$ cat config.mk
export PLATFORM = sky130hd
export DESIGN_NAME = divider_seq_flat
export DESIGN_NICKNAME = d
export VERILOG_FILES = /design/src/rtl/divider_seq_if.sv /design/src/rtl/divider_seq.sv /design/src/flat_wrapper.sv
export SDC_FILE = /design/constraint.sdc
export NUM_CORES = 1
export LEC_CHECK = 0
export ABC_AREA = 0
export CAP_MARGIN = 20
export CORE_MARGIN = 2
export CORE_UTILIZATION = 45
export CTS_BUF_LIST = sky130_fd_sc_hd__clkbuf_16
export DETAILED_ROUTE_END_ITERATION = 16
export PLACE_DENSITY = 0.7
export SETUP_SLACK_MARGIN = 0.15
export SLEW_MARGIN = 20
export SYNTH_ARGS = -nofsm -noshare
export SYNTH_HDL_FRONTEND = slang
export SYNTH_SLANG_ARGS = --single-unit
$ cat constraint.sdc
create_clock -name clk -period 1.5 [get_ports clk]
set_input_delay 0.3 -clock clk [delete_from_list [all_inputs] [get_ports clk]]
set_output_delay 0.3 -clock clk [all_outputs]
set_load 0.02 [all_outputs]
$ cat src/rtl/divider_seq_if.sv
// Handshake and operand/result bundle for the sequential restoring divider.
// The master side issues start with operands; the slave side is the divider.
interface divider_seq_if #(
    parameter int W = 2
);
    logic              start;
    logic [2*W-1:0]    dividend;
    logic [W-1:0]      divisor;
    logic              ready;
    logic              busy;
    logic              done;
    logic [2*W-1:0]    quotient;
    logic [W-1:0]      remainder;
    logic              div_by_zero;

    modport master (
        output start,
        output dividend,
        output divisor,
        input  ready,
        input  busy,
        input  done,
        input  quotient,
        input  remainder,
        input  div_by_zero
    );

    modport slave (
        input  start,
        input  dividend,
        input  divisor,
        output ready,
        output busy,
        output done,
        output quotient,
        output remainder,
        output div_by_zero
    );
endinterface

$ cat src/rtl/divider_seq.sv
// Multi-cycle restoring unsigned divider: a 2*W-bit dividend over a W-bit
// divisor, one quotient bit per clock, with a start/done handshake.
// The dividend register doubles as the quotient register: each step shifts
// one dividend bit out of the top and one quotient bit in at the bottom.
module divider_seq #(
    parameter int W = 2
) (
    input  logic          clk,
    input  logic          rst_n,
    divider_seq_if.slave  bus
);
    localparam int QW = 2 * W;
    localparam int CW = $clog2(QW + 1);

    localparam logic [1:0] ST_IDLE = 2'd0;
    localparam logic [1:0] ST_CALC = 2'd1;
    localparam logic [1:0] ST_DONE = 2'd2;

    logic [1:0]     r_state;
    logic [QW-1:0]  r_shiftReg;
    logic [W-1:0]   r_divisor;
    logic [W-1:0]   r_partRem;
    logic [CW-1:0]  r_count;
    logic [QW-1:0]  r_quotient;
    logic [W-1:0]   r_remainder;
    logic           r_divByZero;
    logic           r_ready;
    logic           r_busy;
    logic           r_done;

    logic [W:0]     w_shifted;
    logic [W+1:0]   w_trial;
    logic           w_qBit;
    logic [W:0]     w_nextRem;
    logic [QW-1:0]  w_nextShift;
    logic           w_lastStep;

    // One restoring step. The shifted partial remainder is W+1 bits wide; only
    // its low W bits are kept between steps because after the restore decision
    // it is always below a non-zero divisor, and with a zero divisor the top
    // bit is shifted out on the next step anyway. The trial subtraction carries
    // an extra borrow bit so a zero divisor never looks negative, which makes
    // divide-by-zero naturally produce an all-ones quotient.
    always_comb begin
        w_shifted   = {r_partRem, r_shiftReg[QW-1]};
        w_trial     = {1'b0, w_shifted} - {2'b00, r_divisor};
        w_qBit      = ~w_trial[W+1];
        w_nextRem   = w_qBit ? w_trial[W:0] : w_shifted;
        w_nextShift = {r_shiftReg[QW-2:0], w_qBit};
        w_lastStep  = (r_count == CW'(1));
    end

    // Control FSM, datapath registers and registered outputs.
    always_ff @(posedge clk) begin
        if (!rst_n) begin
            r_state     <= ST_IDLE;
            r_shiftReg  <= '0;
            r_divisor   <= '0;
            r_partRem   <= '0;
            r_count     <= '0;
            r_quotient  <= '0;
            r_remainder <= '0;
            r_divByZero <= 1'b0;
            r_ready     <= 1'b1;
            r_busy      <= 1'b0;
            r_done      <= 1'b0;
        end else begin
            case (r_state)
                ST_IDLE: begin
                    r_done <= 1'b0;
                    if (bus.start) begin
                        r_shiftReg  <= bus.dividend;
                        r_divisor   <= bus.divisor;
                        r_partRem   <= '0;
                        r_count     <= CW'(QW);
                        r_divByZero <= 1'b0;
                        r_ready     <= 1'b0;
                        r_busy      <= 1'b1;
                        r_state     <= ST_CALC;
                    end
                end
                ST_CALC: begin
                    r_shiftReg <= w_nextShift;
                    r_partRem  <= w_nextRem[W-1:0];
                    r_count    <= r_count - CW'(1);
                    if (w_lastStep) begin
                        r_quotient  <= w_nextShift;
                        r_remainder <= w_nextRem[W-1:0];
                        r_divByZero <= (r_divisor == '0);
                        r_done      <= 1'b1;
                        r_state     <= ST_DONE;
                    end
                end
                ST_DONE: begin
                    r_done  <= 1'b0;
                    r_busy  <= 1'b0;
                    r_ready <= 1'b1;
                    r_state <= ST_IDLE;
                end
                default: begin
                    r_done  <= 1'b0;
                    r_busy  <= 1'b0;
                    r_ready <= 1'b1;
                    r_state <= ST_IDLE;
                end
            endcase
        end
    end

    assign bus.ready       = r_ready;
    assign bus.busy        = r_busy;
    assign bus.done        = r_done;
    assign bus.quotient    = r_quotient;
    assign bus.remainder   = r_remainder;
    assign bus.div_by_zero = r_divByZero;
endmodule

$ cat src/flat_wrapper.sv
// flat-port wrapper written by rule: the top's interface ports become plain ports
module divider_seq_flat 
#(
    parameter int W = 2
)
  (clk, rst_n, bus_start, bus_dividend, bus_divisor, bus_ready, bus_busy, bus_done, bus_quotient, bus_remainder, bus_div_by_zero);
  divider_seq_if #(.W(W)) bus_i ();
  input  logic clk;
  input  logic rst_n;
  input wire logic [$bits(bus_i.start)-1:0] bus_start;
  input wire logic [$bits(bus_i.dividend)-1:0] bus_dividend;
  input wire logic [$bits(bus_i.divisor)-1:0] bus_divisor;
  output wire logic [$bits(bus_i.ready)-1:0] bus_ready;
  output wire logic [$bits(bus_i.busy)-1:0] bus_busy;
  output wire logic [$bits(bus_i.done)-1:0] bus_done;
  output wire logic [$bits(bus_i.quotient)-1:0] bus_quotient;
  output wire logic [$bits(bus_i.remainder)-1:0] bus_remainder;
  output wire logic [$bits(bus_i.div_by_zero)-1:0] bus_div_by_zero;
  assign bus_i.start = bus_start;
  assign bus_i.dividend = bus_dividend;
  assign bus_i.divisor = bus_divisor;
  assign bus_ready = bus_i.ready;
  assign bus_busy = bus_i.busy;
  assign bus_done = bus_i.done;
  assign bus_quotient = bus_i.quotient;
  assign bus_remainder = bus_i.remainder;
  assign bus_div_by_zero = bus_i.div_by_zero;
  divider_seq #(.W(W)) u_core (.clk(clk), .rst_n(rst_n), .bus(bus_i));
endmodule
==> qor.csv, run 1 <==
stage,metric,value,unit
layout,Layout Nets,152,
timing,Worst Slack Setup Final,0.0684,ns
global_routing,grt total ovfl,0,
synth,#FFs+latches synth,23,
worst_setup_path,reg2reg start,u_core.r_divisor[1],
layout,Fill cells,194,
global_routing,initial antenna violation count,0,
timing,Least-Margin Pin Slew,0.357,ns
pwr,PD cells,1070,nW/µm²
detailed_routing,DRC Markers,0,
cts,CTS Buf Count,3,
worst_setup_path,reg-to-reg endpoint,u_core.r_partRem[0],
timing,Setup Viol. Count Final,0,
cts,TritonCTS clock tree,built,
timing,Max Slew Vio Count,0,
detailed_routing,antenna-violating nets left,0,
timing,RSZ-0062 raised after global routing,true,
synth,main area contributors after synthesis,"dfxtp_1 (46%), ha_1 (5.0%), mux2i_1 (5.0%)",
detailed_routing,Wirelength per Cell,12.4,µm
worst_setup_path,Worst R2R Setup Slack,0.07,ns
die,die area,2620,µm²
die,die width,51.2,µm
pwr,leak pwr,0.632,nW
timing,"Hold Violations, Final",0,
run_status,status,completed,
detailed_routing,final wirelength,2.05,mm
cts,"CTS clk-pin slew, worst paths",0.06,ns
synth,Synth Cell Area,1000,µm²
layout,fin util,65.5,%
cts,Max clock buf depth,2,
timing,highest clock rate,699,MHz
layout,share of cells above drive strength 1,23.2,%
worst_setup_path,Worst EP arrival,1.62,ns
synth,Synth area leader,dfxtp_1,
layout,"leading cell type in the layout, fill and taps excluded",dfxtp_1,
worst_setup_path,Crit Path Category,reg2reg,
cts,hold-fix buffers at CTS,0,
global_routing,first-pass GRT wire length,3.49,mm
die,Ports,19,
synth,Post-Syn Instances,110,
cts,Skew-Pair Late Insertion Delay,0.26,ns
worst_setup_path,CP startpoint kind,flop,
synth,Yosys cell types,31,
timing,period utilization,95.4,%
worst_setup_path,Worst Path Required,1.69,ns
timing,Max-slew headroom,76.2,%
synth,syn avg cell area,9.10,µm²
timing,crit path time final,1.43,ns
pwr,Worst IR Drop VDD,805,µV
synth,Post-Syn Nets,123,
global_routing,Global Route Usage Sum,17.9,%
synth,post-synthesis sequential area ratio,46.0,%
die,Starting Density,46.6,%
min_path,class of the worst hold path,reg2reg,
cts,Clock Tree Root,clkbuf_16,
die,Core Area,2150,µm²
worst_setup_path,CP Max Fanout,2,
placed_design,DP HPWL,1.48,mm
layout,antenna fix cells,0,
placed_design,Final GP Congestion,0.746,
detailed_routing,Iter 0 DRT Violations,10,
die,Die Ht,51.2,µm
run,Max-Cap Viols,0,
global_routing,largest net degree at the start of global routing,14,
cts,Sinks on Clock Net,23,
synth,Yosys top cell area share,46.0,%
global_routing,vias in the first global route,823,
layout,synth-to-layout area growth,40.5,%
placed_design,Setup WS pre-CTS,-0.0735,ns
detailed_routing,DR pass1 iterations,2,
layout,Finished Layout Cells,166,
timing,Final Skew,0.00268,ns
worst_setup_path,Reg2Reg Depth,6,
cts,H-tree depth,1,
worst_setup_path,Setup crit end,u_core.r_partRem[0],
detailed_routing,Vias,832,
detailed_routing,vias per cell,5.01,
placed_design,count of input and output buffers,18,
worst_setup_path,CP startpoint,u_core.r_divisor[1],
layout,most frequent cells in the layout,"dfxtp_1 (21), nand2_1 (12), dlygate4sd2_1 (10), buf_4 (10)",
die,Site Rows,17,
worst_setup_path,crit path capture type,flop,
synth,"Warnings, synthesis",0,
placed_design,Cells after DPL,161,
==> cells in the mapped netlist <==
master / count
nor2_2: 1
nand3b_1: 1
o21a_1: 2
a21o_1: 1
a21oi_1: 5
o211a_1: 1
nand2b_1: 2
a32oi_1: 1
mux2i_1: 5
buf_2: 1
dfxtp_1: 23
a21boi_0: 5
ha_1: 4
buf_4: 1
nand2_1: 13
nand2b_4: 1
o21ai_0: 9
mux2_2: 1
nor3_2: 1
nor3_1: 2
clkbuf_1: 2
nor3b_1: 1
inv_1: 7
and2_1: 3
nor2b_1: 6
nor2b_2: 1
o22ai_1: 1
a2bb2oi_1: 1
nand3_1: 3
nor2_1: 4
o21bai_1: 1
==> report_power, final <==
group          total (W)  internal, W  switching, W
sequential      0.000675     0.000648     0.0000269
combinational   0.000262     0.000142      0.000121
clock           0.000569     0.000358      0.000210
total            0.00151      0.00115      0.000358
==> worst max-delay path, cell delays in order (launching register included) <==
cell     delay [ns]
dfxtp_2        0.33
inv_2          0.04
ha_4           0.20
nor2b_4        0.13
nor3_4         0.20
mux2_4         0.34
o21ai_2        0.11
==> area by class of cell <==
class	count	area [µm²]	area share, %
flip-flops and latches	23	463	32.9
repair buffers	28	245	17.4
inverters	7	26.3	1.87
clock inverters	1	5.00	0.356
multi-input cells	76	557	39.6
clock buffers	3	75.1	5.34
well taps	28	35.0	2.49
==> timing repair <==
action / in CTS / in global routing
endpoints found under the setup margin: 17 / 11
resized for setup: 18 / 9
buffers inserted: 1 / 0
pin swaps: 1 / 1
==> registers in the layout (all words and copies together), names as in the netlist <==
signal,cells
u_core.bus.ready,1
u_core.r_partRem,2
u_core.bus.quotient,4
u_core.bus.remainder,2
u_core.r_divisor,2
u_core.r_count,3
u_core.r_state,2
u_core.bus.div_by_zero,1
u_core.r_shiftReg,4
u_core.bus.done,1
u_core.bus.busy,1
==> cells by family (layout without fill, tap and decap cells) <==
logic type | after synthesis | after routing | share of synthesized area, %
simple gates | 39 | 39 | 21.1
compound gates | 27 | 27 | 17.1
flops | 23 | 23 | 46.0
buf+inv | 11 | 39 | 4.63
mux | 6 | 6 | 6.13
fa+ha+maj | 4 | 4 | 5.00
==> through the flow <==
step                      hold slack [ns]  cell area, µm²  power (W)  TNS (ns)
final                               0.440            1410    0.00151         0
after global routing                0.476            1410    0.00158         0
after CTS                           0.442            1390    0.00151         0
after detailed placement            0.438            1280   0.000930    -0.488
after global placement              0.433            1280   0.000923    -0.323
after floorplan                     0.444            1020   0.000834         0
==> metal layers <==
| layer | share of wire, % | wire, µm | GRT usage, % |
|---|---|---|---|
| met4 | 2.3 | 48 | 10.8 |
| met5 | 0 | 0 | 0 |
| met1 | 45 | 926 | 21.2 |
| met2 | 50 | 1030 | 30.5 |
| met3 | 2.5 | 52 | 2.63 |
==> how the worst min path moves through the flow <==
stage,start,endpoint,slack [ns],cells past startpoint
3_5_place_dp,u_core.bus.busy,u_core.bus.busy,0.44,2
3_3_place_gp,u_core.bus.busy,u_core.bus.busy,0.43,2
5_1_grt,u_core.bus.ready,u_core.bus.ready,0.48,1
2_1_floorplan,rst_n,u_core.bus.done,0.44,2
4_1_cts,u_core.bus.busy,u_core.bus.busy,0.44,2
6_report,u_core.bus.busy,u_core.bus.busy,0.44,2
Note: power is estimated with default switching activity, not from simulation.
==> inputs of run 2 (changes only) <==
--- a/config.mk
+++ b/config.mk
@@ -8,10 +8,10 @@
 export ABC_AREA = 0
 export CAP_MARGIN = 20
 export CORE_MARGIN = 2
-export CORE_UTILIZATION = 45
+export CORE_UTILIZATION = 53
 export CTS_BUF_LIST = sky130_fd_sc_hd__clkbuf_16
 export DETAILED_ROUTE_END_ITERATION = 16
-export PLACE_DENSITY = 0.7
+export PLACE_DENSITY = 0.78
 export SETUP_SLACK_MARGIN = 0.15
 export SLEW_MARGIN = 20
 export SYNTH_ARGS = -nofsm -noshare
==> constraint.sdc (replaced) <==
create_clock -name clk -period 1.8 [get_ports clk]
set_input_delay 0.36 -clock clk [delete_from_list [all_inputs] [get_ports clk]]
set_output_delay 0.36 -clock clk [all_outputs]
set_load 0.02 [all_outputs]
==> run 2 against run 1 <==
Combinational power is 30% lower. Global-route usage is 3.9 points higher. Die area is 14% lower. Sequential share of layout area is 2.1 points higher. Worst hold slack hardly changed. Clock power is 17% lower. Core utilization is 10 points higher. Non-clock buffer count is 6 lower. Final cell count is 5.4% lower. Via count is 0.36% higher. Critical endpoint is now bus_ready. Largest power group unchanged.
==> qor.csv, run 2 (synthesis results as in run 1) <==
stage,metric,value,unit,change
pwr,Pint,0.000934,W,was 0.00115 W
detailed_routing,antenna-violating nets left,0,,unchanged
cts,H-tree depth,1,,unchanged
timing,"Hold Violations, Final",0,,unchanged
die,Core Area,1750,µm²,was 2150 µm²
worst_setup_path,reg2reg start,u_core.r_divisor[1],,unchanged
run_status,status,completed,,unchanged
detailed_routing,DRC Markers,0,,unchanged
min_path,Hold Path Origin,u_core.bus.busy,,unchanged
global_routing,first-pass GRT wire length,3.40,mm,was 3.49 mm
global_routing,Global Route Usage Sum,21.8,%,was 17.9%
layout,most frequent cells in the layout,"dfxtp_1 (22), clkdlybuf4s50_1 (18), nand2_1 (13), o21ai_0 (9), inv_1 (7)",,"was dfxtp_1 (21), nand2_1 (12), dlygate4sd2_1 (10), buf_4 (10)"
layout,Fill cells,135,,was 194
cts,"CTS clk-pin slew, worst paths",0.06,ns,about the same
cts,Sinks on Clock Net,23,,unchanged
global_routing,grt total ovfl,0,,unchanged
placed_design,Cells after DPL,153,,was 161
cts,TritonCTS clock tree,built,,unchanged
timing,Final Skew,0.00244,ns,was 0.00268 ns
placed_design,Final GP Congestion,0.734,,was 0.746
detailed_routing,DR pass1 iterations,5,,was 2
worst_setup_path,crit path buf inv count,1,,unchanged
worst_setup_path,CP startpoint,u_core.bus.ready,,was u_core.r_divisor[1]
timing,crit path time final,1.56,ns,
cts,hold-fix buffers at CTS,0,,unchanged
layout,Finished Layout Cells,157,,was 166
detailed_routing,vias per cell,5.32,,was 5.01
cts,Skew-Pair Late Insertion Delay,0.25,ns,was 0.26 ns
die,Ports,19,,unchanged
worst_setup_path,crit path capture type,output pin,,was flop
timing,Least-Margin Pin Slew,0.340,ns,was 0.357 ns
layout,synth-to-layout area growth,31.6,%,was 40.5%
pwr,Comb power frac,15.1,%,was 17.4%
worst_setup_path,critical-path cell list,clkdlybuf4s50_1,,was inv_2 > ha_4 > nor2b_4 > nor3_4 > mux2_4 > o21ai_2
worst_setup_path,Crit Path Category,reg2out,,was reg2reg
global_routing,initial antenna violation count,0,,unchanged
die,die area,2250,µm²,was 2620 µm²
layout,"leading cell type in the layout, fill and taps excluded",dfxtp_1,,unchanged
worst_setup_path,slowest cell on the critical path,clkdlybuf4s50_1,,was mux2_4
timing,Setup Viol. Count Final,0,,unchanged
die,die width,47.5,µm,was 51.2 µm
pwr,PD cells,925,nW/µm²,was 1070 nW/µm²
cts,CTS Buf Count,3,,unchanged
pwr,Worst IR Drop VDD,667,µV,was 805 µV
pwr,Switching Fraction,23.3,%,was 23.8%
detailed_routing,Wirelength per Cell,13.0,µm,was 12.4 µm
layout,share of cells above drive strength 1,11.4,%,was 23.2%
cts,Max clock buf depth,2,,unchanged
timing,Max-slew headroom,77.3,%,was 76.2%
timing,Setup TNS,0,ns,unchanged
die,Die Ht,47.5,µm,was 51.2 µm
worst_setup_path,Worst EP arrival,1.20,ns,was 1.62 ns
layout,antenna fix cells,0,,unchanged
global_routing,vias in the first global route,806,,was 823
worst_setup_path,kind of cell adding the most delay to the critical path,buffers and inverters,,was multiplexers
timing,period utilization,86.9,%,
pwr,leak pwr,0.523,nW,was 0.632 nW
worst_setup_path,crit-path max cell delay,0.61,ns,was 0.34 ns
worst_setup_path,CP Max Fanout,2,,unchanged
pwr,Reg power frac,46.0,%,was 44.8%
placed_design,count of input and output buffers,18,,unchanged
detailed_routing,final wirelength,2.04,mm,was 2.05 mm
global_routing,largest net degree at the start of global routing,23,,was 14
placed_design,DP HPWL,1.41,mm,was 1.48 mm
timing,RSZ-0062 raised after global routing,false,,was true
worst_setup_path,Worst Path Required,1.44,ns,was 1.69 ns
detailed_routing,Iter 0 DRT Violations,10,,unchanged
die,Site Rows,15,,was 17
layout,Layout Nets,146,,was 152
pwr,Clock power frac,38.9,%,was 37.8%
cts,Clock Tree Root,clkbuf_16,,unchanged
timing,highest clock rate,640,MHz,
min_path,class of the worst hold path,reg2reg,,unchanged
die,Starting Density,57.3,%,was 46.6%
worst_setup_path,CP startpoint kind,flop,,unchanged
run,Max-Cap Viols,0,,unchanged
timing,Max Slew Vio Count,0,,unchanged
detailed_routing,Vias,835,,was 832
pwr,Psw,0.000284,W,was 0.000358 W
[run 2: changes by cell type in the layout (fill, tap and decap cells not counted), sizes merged]
cell and change:
dlygate4sd2 -10, clkdlybuf4s50 +11, dlymetal6s2s -1, buf -6
[run 2: final cells by class]
cell class / instances / area [µm²] / share of cell area, %
Clock buffer: 3 / 75.1 / 5.70
Multi-Input combinational cell: 76 / 495 / 37.6
Timing Repair Buffer: 22 / 223 / 16.9
Sequential cell: 23 / 462 / 35.0
Clock inverter: 1 / 5.00 / 0.380
Inverter: 7 / 26.3 / 1.99
Tap cell: 25 / 31.3 / 2.37
[run 2: per-stage QoR]
| stage | util [%] | power [W] | instance area, µm² | hold WS (ns) | worst slack [ns] |
|---|---|---|---|---|---|
| 2_1_floorplan | - | 0.000681 | 1000 | 0.450 | 0.322 |
| 3_5_place_dp | 70.8 | 0.000752 | 1230 | 0.437 | 0.188 |
| 4_1_cts | 75.3 | 0.00123 | 1320 | 0.445 | 0.207 |
| 6_report | 75.5 | 0.00122 | 1320 | 0.440 | 0.236 |
| 3_3_place_gp | 70.8 | 0.000745 | 1230 | 0.441 | 0.209 |
| 5_1_grt | 75.5 | 0.00127 | 1320 | 0.482 | 0.160 |
[run 2: per-layer routing]
layer  wire, µm  global-route usage [%]  up-vias  share of wire [%]
met1        899                    27.4      387                 44
met4         31                    10.6        0                1.5
li1           -                       -      414                  -
met5          0                       0        -                  0
met2        987                    35.9       30                 48
met3        124                    4.15        4                6.1
[run 2: final timing paths]
kind	endpoint	slack, ns	cells past startpoint
max	bus_ready	0.24	1
min	u_core.bus.busy	0.44	2
max reg2reg	u_core.bus.remainder[0]	0.25	6
min reg2reg	u_core.bus.busy	0.44	2
[run 2: power by group through the flow]
stage | Sequential, W | Clock [W] | Combinational [W]
floorplan | 0.000574 | 0 | 0.000107
global placement | 0.000570 | 0 | 0.000175
detailed placement | 0.000571 | 0 | 0.000181
CTS | 0.000560 | 0.000484 | 0.000184
global route | 0.000565 | 0.000499 | 0.000206
finish | 0.000561 | 0.000474 | 0.000184
[run 2: what timing repair did]
action | CTS | global route
setup endpoints to repair | 0 | 2
resized for setup | 0 | 2
buffers inserted | 0 | 0
